`config.mk`:
```
export PLATFORM = sky130hd
export DESIGN_NAME = ext_bus_arbiter
export DESIGN_NICKNAME = d
export VERILOG_FILES = /design/src/rtl/nq_bus_pkg.sv /design/src/rtl/arb_hold_counter.sv /design/src/rtl/ext_bus_arbiter.sv
export SDC_FILE = /design/constraint.sdc
export NUM_CORES = 1
export LEC_CHECK = 0
export CORE_MARGIN = 10
export CORE_UTILIZATION = 28
export CTS_BUF_LIST = sky130_fd_sc_hd__clkbuf_4
export DETAILED_ROUTE_END_ITERATION = 8
export HOLD_SLACK_MARGIN = 0.02
export PLACE_DENSITY = 0.95
export SLEW_MARGIN = 20
export SYNTH_ARGS = -nofsm -noshare
export SYNTH_HDL_FRONTEND = slang
export SYNTH_SLANG_ARGS = --single-unit
export TNS_END_PERCENT = 20
```
`constraint.sdc`:
```
create_clock -name clk -period 4.5 [get_ports clk]
set_input_delay 0.9 -clock clk [delete_from_list [all_inputs] [get_ports clk]]
set_output_delay 0.9 -clock clk [all_outputs]
set_load 0.02 [all_outputs]
```
`src/rtl/nq_bus_pkg.sv`:
```
// Shared types for the external memory bus arbiter.
//   arb_state_e : arbiter FSM states
//   bus_req_t   : one master's request bundle {addr, re, we, lock, wdata}
//   ADDR_W_DEF / DATA_W_DEF : default bus widths
package nq_bus_pkg;

  localparam int ADDR_W_DEF = 24;
  localparam int DATA_W_DEF = 16;

  typedef enum logic [1:0] {
    ARB_IDLE = 2'd0,
    ARB_M0   = 2'd1,
    ARB_M1   = 2'd2
  } arb_state_e;

  typedef struct packed {
    logic [ADDR_W_DEF-1:0] addr;
    logic                  re;
    logic                  we;
    logic                  lock;
    logic [DATA_W_DEF-1:0] wdata;
  } bus_req_t;

  function automatic logic req_active(input bus_req_t r);
    return r.re | r.we;
  endfunction

endpackage

```
`src/rtl/arb_hold_counter.sv`:
```
// Saturating up-counter measuring how long the current master has held the bus.
//   clk, rst_n  : clock, async active-low reset
//   i_clr       : synchronous clear (wins over enable)
//   i_en        : count one granted cycle
//   o_at_limit  : count has reached MAX_HOLD (stays there until cleared)
module arb_hold_counter #(
  parameter int MAX_HOLD = 16
) (
  input  logic clk,
  input  logic rst_n,
  input  logic i_clr,
  input  logic i_en,
  output logic o_at_limit
);

  localparam int CNT_W = $clog2(MAX_HOLD + 1);

  logic [CNT_W-1:0] r_cnt;
  logic             w_at_limit;

  assign w_at_limit = (r_cnt >= CNT_W'(MAX_HOLD));
  assign o_at_limit = w_at_limit;

  always_ff @(posedge clk or negedge rst_n) begin
    if (!rst_n) begin
      r_cnt <= '0;
    end else if (i_clr) begin
      r_cnt <= '0;
    end else if (i_en && !w_at_limit) begin
      r_cnt <= r_cnt + CNT_W'(1);
    end
  end

endmodule

```
`src/rtl/ext_bus_arbiter.sv`:
```
// Two-master round-robin arbiter in front of the external memory interface.
// Master 0 is the CPU, master 1 a secondary bus master. A lock keeps the grant
// across transfers; the hold counter forces a locked master to yield to a
// waiting peer once it has held the bus MAX_HOLD cycles, but only between
// transfers.
//
// Ports:
//   clk, rst_n                       clock, async active-low reset
//   mK_addr_i/re_i/we_i/lock_i/wdata_i   master K request
//   mK_rdata_o, mK_needWait_o        master K response (0 / 1 when not granted)
//   bus_addr_o/re_o/we_o/wdata_o     to memory interface
//   bus_rdata_i, bus_needWait_i      from memory interface
//   grant_o                          one-hot grant {M1, M0}, 00 when idle
//
// state    | meaning
// ARB_IDLE | no grant; bus strobes 0; picks next master (one-cycle bubble)
// ARB_M0   | master 0 owns the bus
// ARB_M1   | master 1 owns the bus
module ext_bus_arbiter
  import nq_bus_pkg::*;
#(
  parameter int ADDR_W   = ADDR_W_DEF,
  parameter int DATA_W   = DATA_W_DEF,
  parameter int MAX_HOLD = 16
) (
  input  logic              clk,
  input  logic              rst_n,
  input  logic [ADDR_W-1:0] m0_addr_i,
  input  logic              m0_re_i,
  input  logic              m0_we_i,
  input  logic              m0_lock_i,
  input  logic [DATA_W-1:0] m0_wdata_i,
  output logic [DATA_W-1:0] m0_rdata_o,
  output logic              m0_needWait_o,
  input  logic [ADDR_W-1:0] m1_addr_i,
  input  logic              m1_re_i,
  input  logic              m1_we_i,
  input  logic              m1_lock_i,
  input  logic [DATA_W-1:0] m1_wdata_i,
  output logic [DATA_W-1:0] m1_rdata_o,
  output logic              m1_needWait_o,
  output logic [ADDR_W-1:0] bus_addr_o,
  output logic              bus_re_o,
  output logic              bus_we_o,
  output logic [DATA_W-1:0] bus_wdata_o,
  input  logic [DATA_W-1:0] bus_rdata_i,
  input  logic              bus_needWait_i,
  output logic [1:0]        grant_o
);

  arb_state_e r_state, w_state_nxt;
  logic       r_last_grant, w_last_grant_nxt;

  bus_req_t w_m0, w_m1, w_sel;
  logic     w_req0, w_req1;
  logic     w_sel_req, w_other_req;
  logic     w_in_flight, w_done, w_release;
  logic     w_hold_clr, w_at_limit;

  assign w_m0 = '{addr: ADDR_W_DEF'(m0_addr_i), re: m0_re_i, we: m0_we_i,
                  lock: m0_lock_i, wdata: DATA_W_DEF'(m0_wdata_i)};
  assign w_m1 = '{addr: ADDR_W_DEF'(m1_addr_i), re: m1_re_i, we: m1_we_i,
                  lock: m1_lock_i, wdata: DATA_W_DEF'(m1_wdata_i)};

  assign w_req0 = req_active(w_m0);
  assign w_req1 = req_active(w_m1);

  // w_sel is all-zero in IDLE, which also zeroes the bus outputs there.
  always_comb begin
    w_sel       = '0;
    w_other_req = 1'b0;
    case (r_state)
      ARB_M0: begin
        w_sel       = w_m0;
        w_other_req = w_req1;
      end
      ARB_M1: begin
        w_sel       = w_m1;
        w_other_req = w_req0;
      end
      default: ;
    endcase
  end

  assign w_sel_req   = req_active(w_sel);
  assign w_in_flight = w_sel_req & bus_needWait_i;
  assign w_done      = w_sel_req & ~bus_needWait_i;

  // Hold-limit release only between transfers so address/strobes never
  // change under a stalled access.
  assign w_release = (w_done & ~w_sel.lock)
                   | (~w_sel_req & ~w_sel.lock)
                   | (w_at_limit & w_other_req & ~w_in_flight);

  always_ff @(posedge clk or negedge rst_n) begin
    if (!rst_n) begin
      r_state      <= ARB_IDLE;
      r_last_grant <= 1'b1;  // M0 wins the first tie
    end else begin
      r_state      <= w_state_nxt;
      r_last_grant <= w_last_grant_nxt;
    end
  end

  always_comb begin
    w_state_nxt      = r_state;
    w_last_grant_nxt = r_last_grant;
    w_hold_clr       = 1'b0;
    case (r_state)
      ARB_IDLE: begin
        // On a tie the master that did not win last time is chosen.
        if (w_req0 && (!w_req1 || r_last_grant)) begin
          w_state_nxt      = ARB_M0;
          w_last_grant_nxt = 1'b0;
          w_hold_clr       = 1'b1;
        end else if (w_req1) begin
          w_state_nxt      = ARB_M1;
          w_last_grant_nxt = 1'b1;
          w_hold_clr       = 1'b1;
        end
      end
      ARB_M0, ARB_M1: begin
        if (w_release) w_state_nxt = ARB_IDLE;
      end
      default: w_state_nxt = ARB_IDLE;
    endcase
  end

  arb_hold_counter #(
    .MAX_HOLD(MAX_HOLD)
  ) u_hold (
    .clk       (clk),
    .rst_n     (rst_n),
    .i_clr     (w_hold_clr),
    .i_en      (r_state != ARB_IDLE),
    .o_at_limit(w_at_limit)
  );

  assign bus_addr_o  = ADDR_W'(w_sel.addr);
  assign bus_re_o    = w_sel.re;
  assign bus_we_o    = w_sel.we;
  assign bus_wdata_o = DATA_W'(w_sel.wdata);

  assign grant_o = {r_state == ARB_M1, r_state == ARB_M0};

  // Ungranted master sees a permanent wait, so it simply holds its strobes.
  assign m0_needWait_o = (r_state == ARB_M0) ? bus_needWait_i : 1'b1;
  assign m1_needWait_o = (r_state == ARB_M1) ? bus_needWait_i : 1'b1;
  assign m0_rdata_o    = (r_state == ARB_M0) ? bus_rdata_i : '0;
  assign m1_rdata_o    = (r_state == ARB_M1) ? bus_rdata_i : '0;

endmodule

```
### After elaboration in Yosys (flattened, before gate mapping)

Cells that the tools add are included.

| storage, ports and cells | value |
|---|---|
| register bits after elaboration | 8 |
| ROM bits | 0 |
| input port bits | 105 |
| logic and storage cells | 53 |
| memory bits (writable) | 0 |
| bits in latches | 0 |
| output and inout port bits | 78 |
| memories | 0 |

| cells by class | value |
|---|---|
| divide/modulo/power cells | 0 |
| $mul | 0 |
| shift-type cells | 0 |
| reduce and logical (&&, ||, !) cells | 12 |
| $lt $le $gt $ge | 1 |
| mux-type cells | 17 |
| add/sub/neg operators | 1 |
| bitwise gates (word level) | 15 |
| eq/ne operators | 4 |

Operators with widths:

| operator | number |
|---|---|
| one-hot mux 43 bit (2 select lines) | 1 |
| two-way mux 16 bit | 2 |
| two-way mux 5 bit | 2 |
| two-way mux 1 bit | 7 |
| bitwise AND 1 bit | 6 |
| two-way mux 2 bit | 3 |
| nonzero test 2 bit | 3 |
| adder 5 x 1 -> 5 bit, second input constant | 1 |
| >= comparator 5 bit, second input constant | 1 |
| OR 1 bit | 5 |
| NOT 1 bit | 4 |
| one-hot mux 2 bit (2 select lines) | 1 |
| AND reduction 2 bit | 2 |
| inequality test 3 bit, second input constant | 1 |
| == test 2 x 1 -> 1 bit, second input constant | 1 |
| == test 2 bit, second input constant | 1 |
| logical AND 1 bit | 2 |
| zero test 1 bit | 2 |
| zero test 2 bit | 1 |
| inequality test 2 bit, second input constant | 1 |
| one-hot mux 1 bit (2 select lines) | 1 |
| OR reduction 2 bit | 1 |
| logical OR 1 bit | 1 |

### Longest topological paths before layout

| depth | value |
|---|---|
| depth after elaboration | 9 |
| depth in mapped cells | 7 |
| depth with buffers taken out | 6 |

### By module

From an unflattened synthesis, not the netlist that was laid out.

| unflattened totals | value |
|---|---|
| cell total of the unflattened synthesis | 192 |
| area, all modules | 1,387.6 µm² |

By module, submodules not included:

| module | area each (µm²) | times used | seq. area each (µm²) | cells an instance |
|---|---|---|---|---|
| ext_bus_arbiter | 1,126.1 | 1 | 76.3 | 167 |
| arb_hold_counter | 261.5 | 1 | 125.1 | 25 |

### Least setup slack after synthesis

OpenSTA, ideal clock, no wires.

| timing | value |
|---|---|
| path type | reg2out |
| start | reg r_state[1] |
| end | out m0_rdata_o[10] |
| path buffers | 3 |
| arrival | 1,656 ps |
| required time | 3,600 ps |
| stages on the path, launching flop included | 7 |
| path slack | 1,944 ps |
| cells stage by stage | dfrtp_1 inv_1 ha_1 buf_2 clkbuf_1 clkbuf_1 and2_1 |

| on the way | value |
|---|---|
| cells in the longest elaborated chain, start to end | 2 |

RTL lines:

| element | RTL line | RTL |
|---|---|---|
| from (decl) | ext_bus_arbiter.sv:51 | `arb_state_e r_state, w_state_nxt;` |
| from (signal assigned) | ext_bus_arbiter.sv:100 | `r_state <= w_state_nxt;` |
| == test 2 x 1 -> 1 bit | -- |  |
| via grant_o[0] | ext_bus_arbiter.sv:48 | `output logic [1:0] grant_o` |
| two-way mux 16 bit | ext_bus_arbiter.sv:149 | `assign m0_rdata_o = (r_state == ARB_M0) ? bus_rdata_i : '0;` |
| to (decl) | ext_bus_arbiter.sv:33 | `output logic [DATA_W-1:0] m0_rdata_o,` |

The timed path passes the listed nets, and every way through them passes these cells.

### Worst setup path in the final report

| timing | value |
|---|---|
| start | reg r_state[0] |
| end | out bus_addr_o[15] |

| on the way | value |
|---|---|
| cells in the longest elaborated chain, start to end | 2 |
| elaborated cells between the ends (all ways) | 3 |
| those cells by class | eq/ne: 2; mux: 1 |

RTL lines:

| element | RTL line | RTL |
|---|---|---|
| == test 2 bit or == test 2 x 1 -> 1 bit (tied branches) | ext_bus_arbiter.sv:72 | `case (r_state)` |
| one-hot mux 43 bit (2 select lines) * | ext_bus_arbiter.sv:72 |  |
| to (decl) | ext_bus_arbiter.sv:42 | `output logic [ADDR_W-1:0] bus_addr_o,` |

Mark *: on every way between the ends. The rest lies on a longest branch, timed or not.

==> summary.txt <==
Job
  – Total of max-cap violations: 0

Outcome
  – Status: finished, final reports clean

Yosys
  – Synth top area cells: a22oi_1, nor2b_1, and2_1
  – Simple-gate area share of the yosys netlist: 39.4%
  – Area leader, netlist: a22oi_1
  – Distinct cells, synth: 27
  – Number of synthesized flops with an enable pin: 0
  – Asr flop ratio synth: 100%
  – Post-synth top area share: a little under a quarter
  – Mapped cell area: between 1000 and 1500 um2
  – Yosys warns: 0
  – Most frequent cell after synthesis: nor2b_1
  – Synth Area in XOR/XNOR: 1.89%
  – Adder-cell share of the synthesized area: 4.49%
  – FF+latch count, synth: 8
  – Seq/Total Area, Yosys: between 10% and 20%
  – Cell count after synthesis: 194
  – Largest family of logic cells by synthesized area: simple AND/OR/NAND/NOR gates
  – Synth top cells by count: nor2b_1, a22oi_1, and2_1
  – Ys flop type: dfrtp_1
  – Syn_area_per_cell: 7.18 um2
  – Synthesized Nets: 304
  – Compound-gate portion of the synthesized area: 31.5%
  – Multiplexer share of the synthesized area: 0.719%

Power
  – Switch Pwr: between 0.0007 and 0.0008 W
  – Comb pwr share: 88.1%
  – Part of the power in registers: 7.6%
  – VDD IR-drop max: 0.000262 V
  – Clock power frac: 4.3%
  – Leak: 1.16 nW
  – PwrDens: 478 nW/um2
  – Sw frac: 48.3%
  – Cell internal pwr: 0.000813 W

Setup path
  – CP startpoint: r_state[0]
  – RR Startpoint: r_state[0]
  – Worst Path Required: 3600 ps
  – CP max FO: 38
  – Critical Path AT: 2600 ps
  – Worst setup SP type: flip-flop
  – CP endpoint kind: primary output
  – Kind of critical path: reg -> out

CTS
  – TritonCTS Sinks: 8
  – Htree depth: 1
  – Postcts setup bufs: 0
  – Clock Latency Late Sink: 260 ps
  – Cts repair resizes: 0
  – Clk buf depth: 2
  – Total CTS buffers: 3
  – CTS root buf: clkbuf_4
  – Clock transition at path regs: 50 ps
  – CTS tree: done
  – Hold_buf cts: 0

Die
  – Initial core utilization: 29.1%
  – Top Ports: 183
  – Core area: approximately 4800 um2
  – Chip height: 90.5 um
  – # rows: 25
  – Chip Width: 90.5 um
  – Die area: 8190 um2

Place
  – DP Cell Count: around 430
  – Placer Congestion: between 0.8 and 0.9
  – I/O Buffers: between 150 and 200
  – Hpwl dp: 7510 um

Hold path
  – HP Start: r_last_grant
  – HP Class: reg -> reg

GRT
  – Vias in the first global route: around 2.2k
  – Tot GR Track Use: 20.0%
  – Largest net degree at the start of global routing: 39
  – Initial antenna violation count: 0
  – First-pass GRT wire length: 13200 um
  – GRT Residual Overflow: 0

Final layout
  – Share of cells above drive strength 1: about 3.6%
  – Fin cells: 432
  – Synth-to-layout area growth: 136%
  – Fillcell total: 376
  – Fin util: approximately two thirds
  – Final net count: between 400 and 500
  – Diode count: 0

Routing
  – Post-route ant nets: 0
  – Wire length per cell: 20.4 um
  – TritonRoute pass-1 iters: 4
  – Via density per instance: 4.95
  – Initial DRC Count: 58
  – Total Wirelength: a little under 9000 um
  – Via count: between 2k and 2.5k
  – Drc violations: 0

Timing
  – Final hold violations: 0
  – Slew of the pin with the lowest slew margin: 671 ps
  – RSZ-0062 raised after global routing: no
  – Period minus WS final: 3500 ps
  – Setup TNS: 0 ps
  – Final Cycle Share: 77.7%
  – Slew Viols, Final: 0
  – Worst clock skew: 11.1 ps
  – Slew HR: 55.2%
  – Final setup fails: 0
  – FMAX: 286 MHz
-- placed cells by master, fill, tap and decap left out, types with 4 or more instances in the layout --
cell             synthesis  routed
o21ai_0                  5       5
nand2_1                  7       7
clkbuf_4                 0       4
inv_1                    5       5
a22oi_1                 42      42
clkdlybuf4s50_1          0     182
and2_1                  32      32
nor2b_1                 44      44
dfrtp_1                  7       7
buf_4                    0       5
o22ai_1                  5       5
-- through the flow --
stage / cell area [um2] / total power (W) / setup WS (ps) / hold slack, ps
global route: 3290 / 0.00168 / 896 / 544
finish: 3290 / 0.00157 / 1000 / 503
global placement: 3260 / 0.00149 / 1320 / 479
CTS: 3290 / 0.00159 / 999 / 501
detailed placement: 3260 / 0.00151 / 1280 / 493
floorplan: 1390 / 0.000907 / 1940 / 469
-- flip-flops by register name, summed over array words and instances (netlist names) --
name and cells:
r_state 2, r_last_grant 1, u_hold.r_cnt 5
-- kinds of logic (layout without fill, tap and decap cells) --
family                     after synthesis  count (layout)
muxes                                    1               1
AOI/OAI and AO/OA                       61              61
DFF                                      8               8
buffers and inverters                   25             196
and+or+nand+nor                         91              91
xor gates and xnor gates                 3               3
adders and majority gates                5               5
-- power groups by stage --
stage	clock network, W	registers, W	logic (W)
floorplan	0	0.000115	0.000792
global placement	0	0.000119	0.00137
detailed placement	0	0.000121	0.00139
CTS	0.0000672	0.000120	0.00140
global route	0.0000708	0.000125	0.00148
finish	0.0000672	0.000120	0.00138
-- worst paths after layout --
kind	cells past startpoint	end	slack, ps
setup / recovery	6	bus_addr_o[15]	1000
hold / removal	2	r_last_grant	500
setup reg to reg	7	r_state[0]	2110
hold reg to reg	2	r_last_grant	500
max in group asynchronous	1	r_last_grant	3270
min in group asynchronous	1	u_hold.r_cnt[0]	920
-- per-layer routing --
| layer | global-route usage [%] | share of wire, % | vias to the layer above |
|---|---|---|---|
| met5 | 0 | 0 | - |
| met4 | 5.97 | 2.5 | 0 |
| met3 | 7.15 | 10 | 12 |
| met2 | 36.5 | 51 | 123 |
| met1 | 20.7 | 36 | 975 |
| li1 | - | - | 1028 |
-- area by class of cell --
class                      count  area [um2]  share of cell area [%]
inverter                       5        18.8                   0.571
clock buffer                   4        30.0                   0.914
tap                           67        83.8                    2.55
sequential                     8         201                    6.13
timing repair buffer         187        1860                    56.6
multi-input combinational    161        1090                    33.2
-- worst max-delay path, stage by stage (launching register included) --
cell,delay [ps]
dfrtp_1,380
inv_1,110
ha_2,630
buf_4,320
a22oi_1,100
nor2b_1,160
clkdlybuf4s50_1,630
Power figures use the tool's default switching activity.
==> RTL edit: new RTL, same flow settings <==
Reset style: synchronous (`rst_n`), changed in 2 clocked blocks. Comments in the files are not updated.
--- a/src/rtl/arb_hold_counter.sv
+++ b/src/rtl/arb_hold_counter.sv
@@ -21,7 +21,7 @@
   assign w_at_limit = (r_cnt >= CNT_W'(MAX_HOLD));
   assign o_at_limit = w_at_limit;
 
-  always_ff @(posedge clk or negedge rst_n) begin
+  always_ff @(posedge clk) begin
     if (!rst_n) begin
       r_cnt <= '0;
     end else if (i_clr) begin
--- a/src/rtl/ext_bus_arbiter.sv
+++ b/src/rtl/ext_bus_arbiter.sv
@@ -92,7 +92,7 @@
                    | (~w_sel_req & ~w_sel.lock)
                    | (w_at_limit & w_other_req & ~w_in_flight);
 
-  always_ff @(posedge clk or negedge rst_n) begin
+  always_ff @(posedge clk) begin
     if (!rst_n) begin
       r_state      <= ARB_IDLE;
       r_last_grant <= 1'b1;  // M0 wins the first tie
Behaviour: differs if rst_n is asserted again (counterexample within 4 cycles, from zero or initial values and one cycle with rst_n low); with rst_n held inactive, the same outputs for 10 cycles.
==> RTL edit against the unedited design <==
Worst hold slack got worse by 0.0089 ns. Sequential cell count is the same. Design area shrank 3.0%. Non-clock buffer count shrank 3. Wire length down 14%. Synthesized area fell by 4.0%. Maximum frequency rose by 1.1%. Critical path depth is 1 lower. Setup slack improved by 0.037 ns. Critical path type unchanged.
Power is not compared: it rests on default switching activity, and its combinational part moved more than twofold at a synthesized area within 25%.
==> RTL edit: results <==
[clocking]
h-tree-depth = 1
ctsResizeCount = 0
clk_pin_slew_ns = 0.06
insertion_delay_ns = 0.25
ctsHoldBuffers = 0
clock_path_buffers = 2
root_buffer = clkbuf_4
post_cts_buffers = 0

[setup_path]
r2r-start = r_state[0]$_SDFFE_PN0P_
r2r_slack_ns = 2.11
worst_ep_arrival_time_ns = 2.56
rr_endpoint = r_state[1]$_SDFFE_PN0P_
crit_fanout = 55
reg2regPathDepth = 6

[logic_synthesis]
syn_nets = 302
async_flop_share_pct = 0
synth-seq-area-share_pct = 12.0
ys_types = 28
yosysWarnings = 0
avgSynthCellArea_um2 = 6.96
synth_ff_type = dfxtp_1
netlist_top_cells_area = a22oi_1 24%, nor2b_1 20%, and2_1 15%
yosys-top-cells-count = 42 x a22oi_1, 42 x nor2b_1, 32 x and2_1

[pwr]
leakage_nw = 1.08
p_clk_share_pct = 7.0
seqPwrFrac_pct = 10.7
peakVddDrop_mv = 0.296
p_per_area_nw_per_um2 = 243

[global_routing]
grt_max_degree = 56
grt_pass1_wl_um = 10400
antenna_found_initial = 0
track_usage_pct = 16.2

[route]
wl_per_cell_um = 18.2
vias = 2054
routed_wl_um = 7520
drt_pass1_iterations = 4
drt_iter0_drc = 61

[sta]
clock_skew_ns = 0.00668
slew_headroom_pct = 30.0
holdWs_ns = 0.494

[final_layout]
fillers = 370
reg.largest.list = u_hold.r_cnt (5), r_state (2), r_last_grant (1)
layout-drive-gt1-share_pct = 1.94
final_nets = 472

[place]
gp_congestion = 0.773
dp.final_hpwl_um = 6350
dpl_cell_area_um2 = 3170
dp_slack_ns = 1.24
dp.cells = 411
io_buffers = 182

[min_path]
worstHoldStart = r_state[1]$_SDFFE_PN0P_
worstHoldEndpoint = r_state[1]$_SDFFE_PN0P_
whs_path_depth = 2
hp-class = reg2reg

[run_status]
status = finished, final reports clean
## RTL edit: worst max-delay path by stage
stage | startpoint | endpoint | slack (ns) | depth (start not counted)
CTS | r_state[1]$_SDFFE_PN0P_ | bus_addr_o[13] | 1.00 | 5
finish | r_state[0]$_SDFFE_PN0P_ | bus_addr_o[2] | 1.04 | 5
global placement | m0_we_i | bus_we_o | 1.27 | 4
global route | r_state[1]$_SDFFE_PN0P_ | bus_addr_o[22] | 0.83 | 4
detailed placement | m0_we_i | bus_we_o | 1.24 | 4
floorplan | r_state[1]$_SDFFE_PN0P_ | m0_rdata_o[10] | 2.02 | 6
## RTL edit: final cells by class
type | count | area, µm² | area share [%]
Clock buffer | 3 | 22.5 | 0.706
Inverter | 7 | 26.3 | 0.824
Multi-Input combinational cell | 158 | 1070 | 33.7
Sequential cell | 8 | 160 | 5.02
Tap cell | 54 | 67.6 | 2.12
Timing Repair Buffer | 184 | 1840 | 57.6
## RTL edit: logic make-up after synthesis
| kind of cell | Yosys count | share of synthesized area (%) |
|---|---|---|
| compound gates | 59 | 33.2 |
| fa+ha+maj | 5 | 4.68 |
| simple gates | 92 | 40.8 |
| flops | 8 | 12.0 |
| xor+xnor | 2 | 1.31 |
| buf+inv | 26 | 7.96 |
## RTL edit: metal layers
layer | vias to the layer above | wire [µm] | track usage, % | share of wire [%]
met4 | 0 | 84 | 2.60 | 1.1
met3 | 8 | 934 | 7.38 | 12
li1 | 1016 | - | - | -
met2 | 115 | 3800 | 31.2 | 50
met5 | - | 0 | 0 | 0
met1 | 915 | 2710 | 15.6 | 36
## RTL edit: critical path: stages (launching register included)
cell and delay, ns:
dfxtp_1 0.31, inv_1 0.10, ha_2 0.85, a22oi_1 0.21, nor2b_1 0.18, clkdlybuf4s50_1 0.64
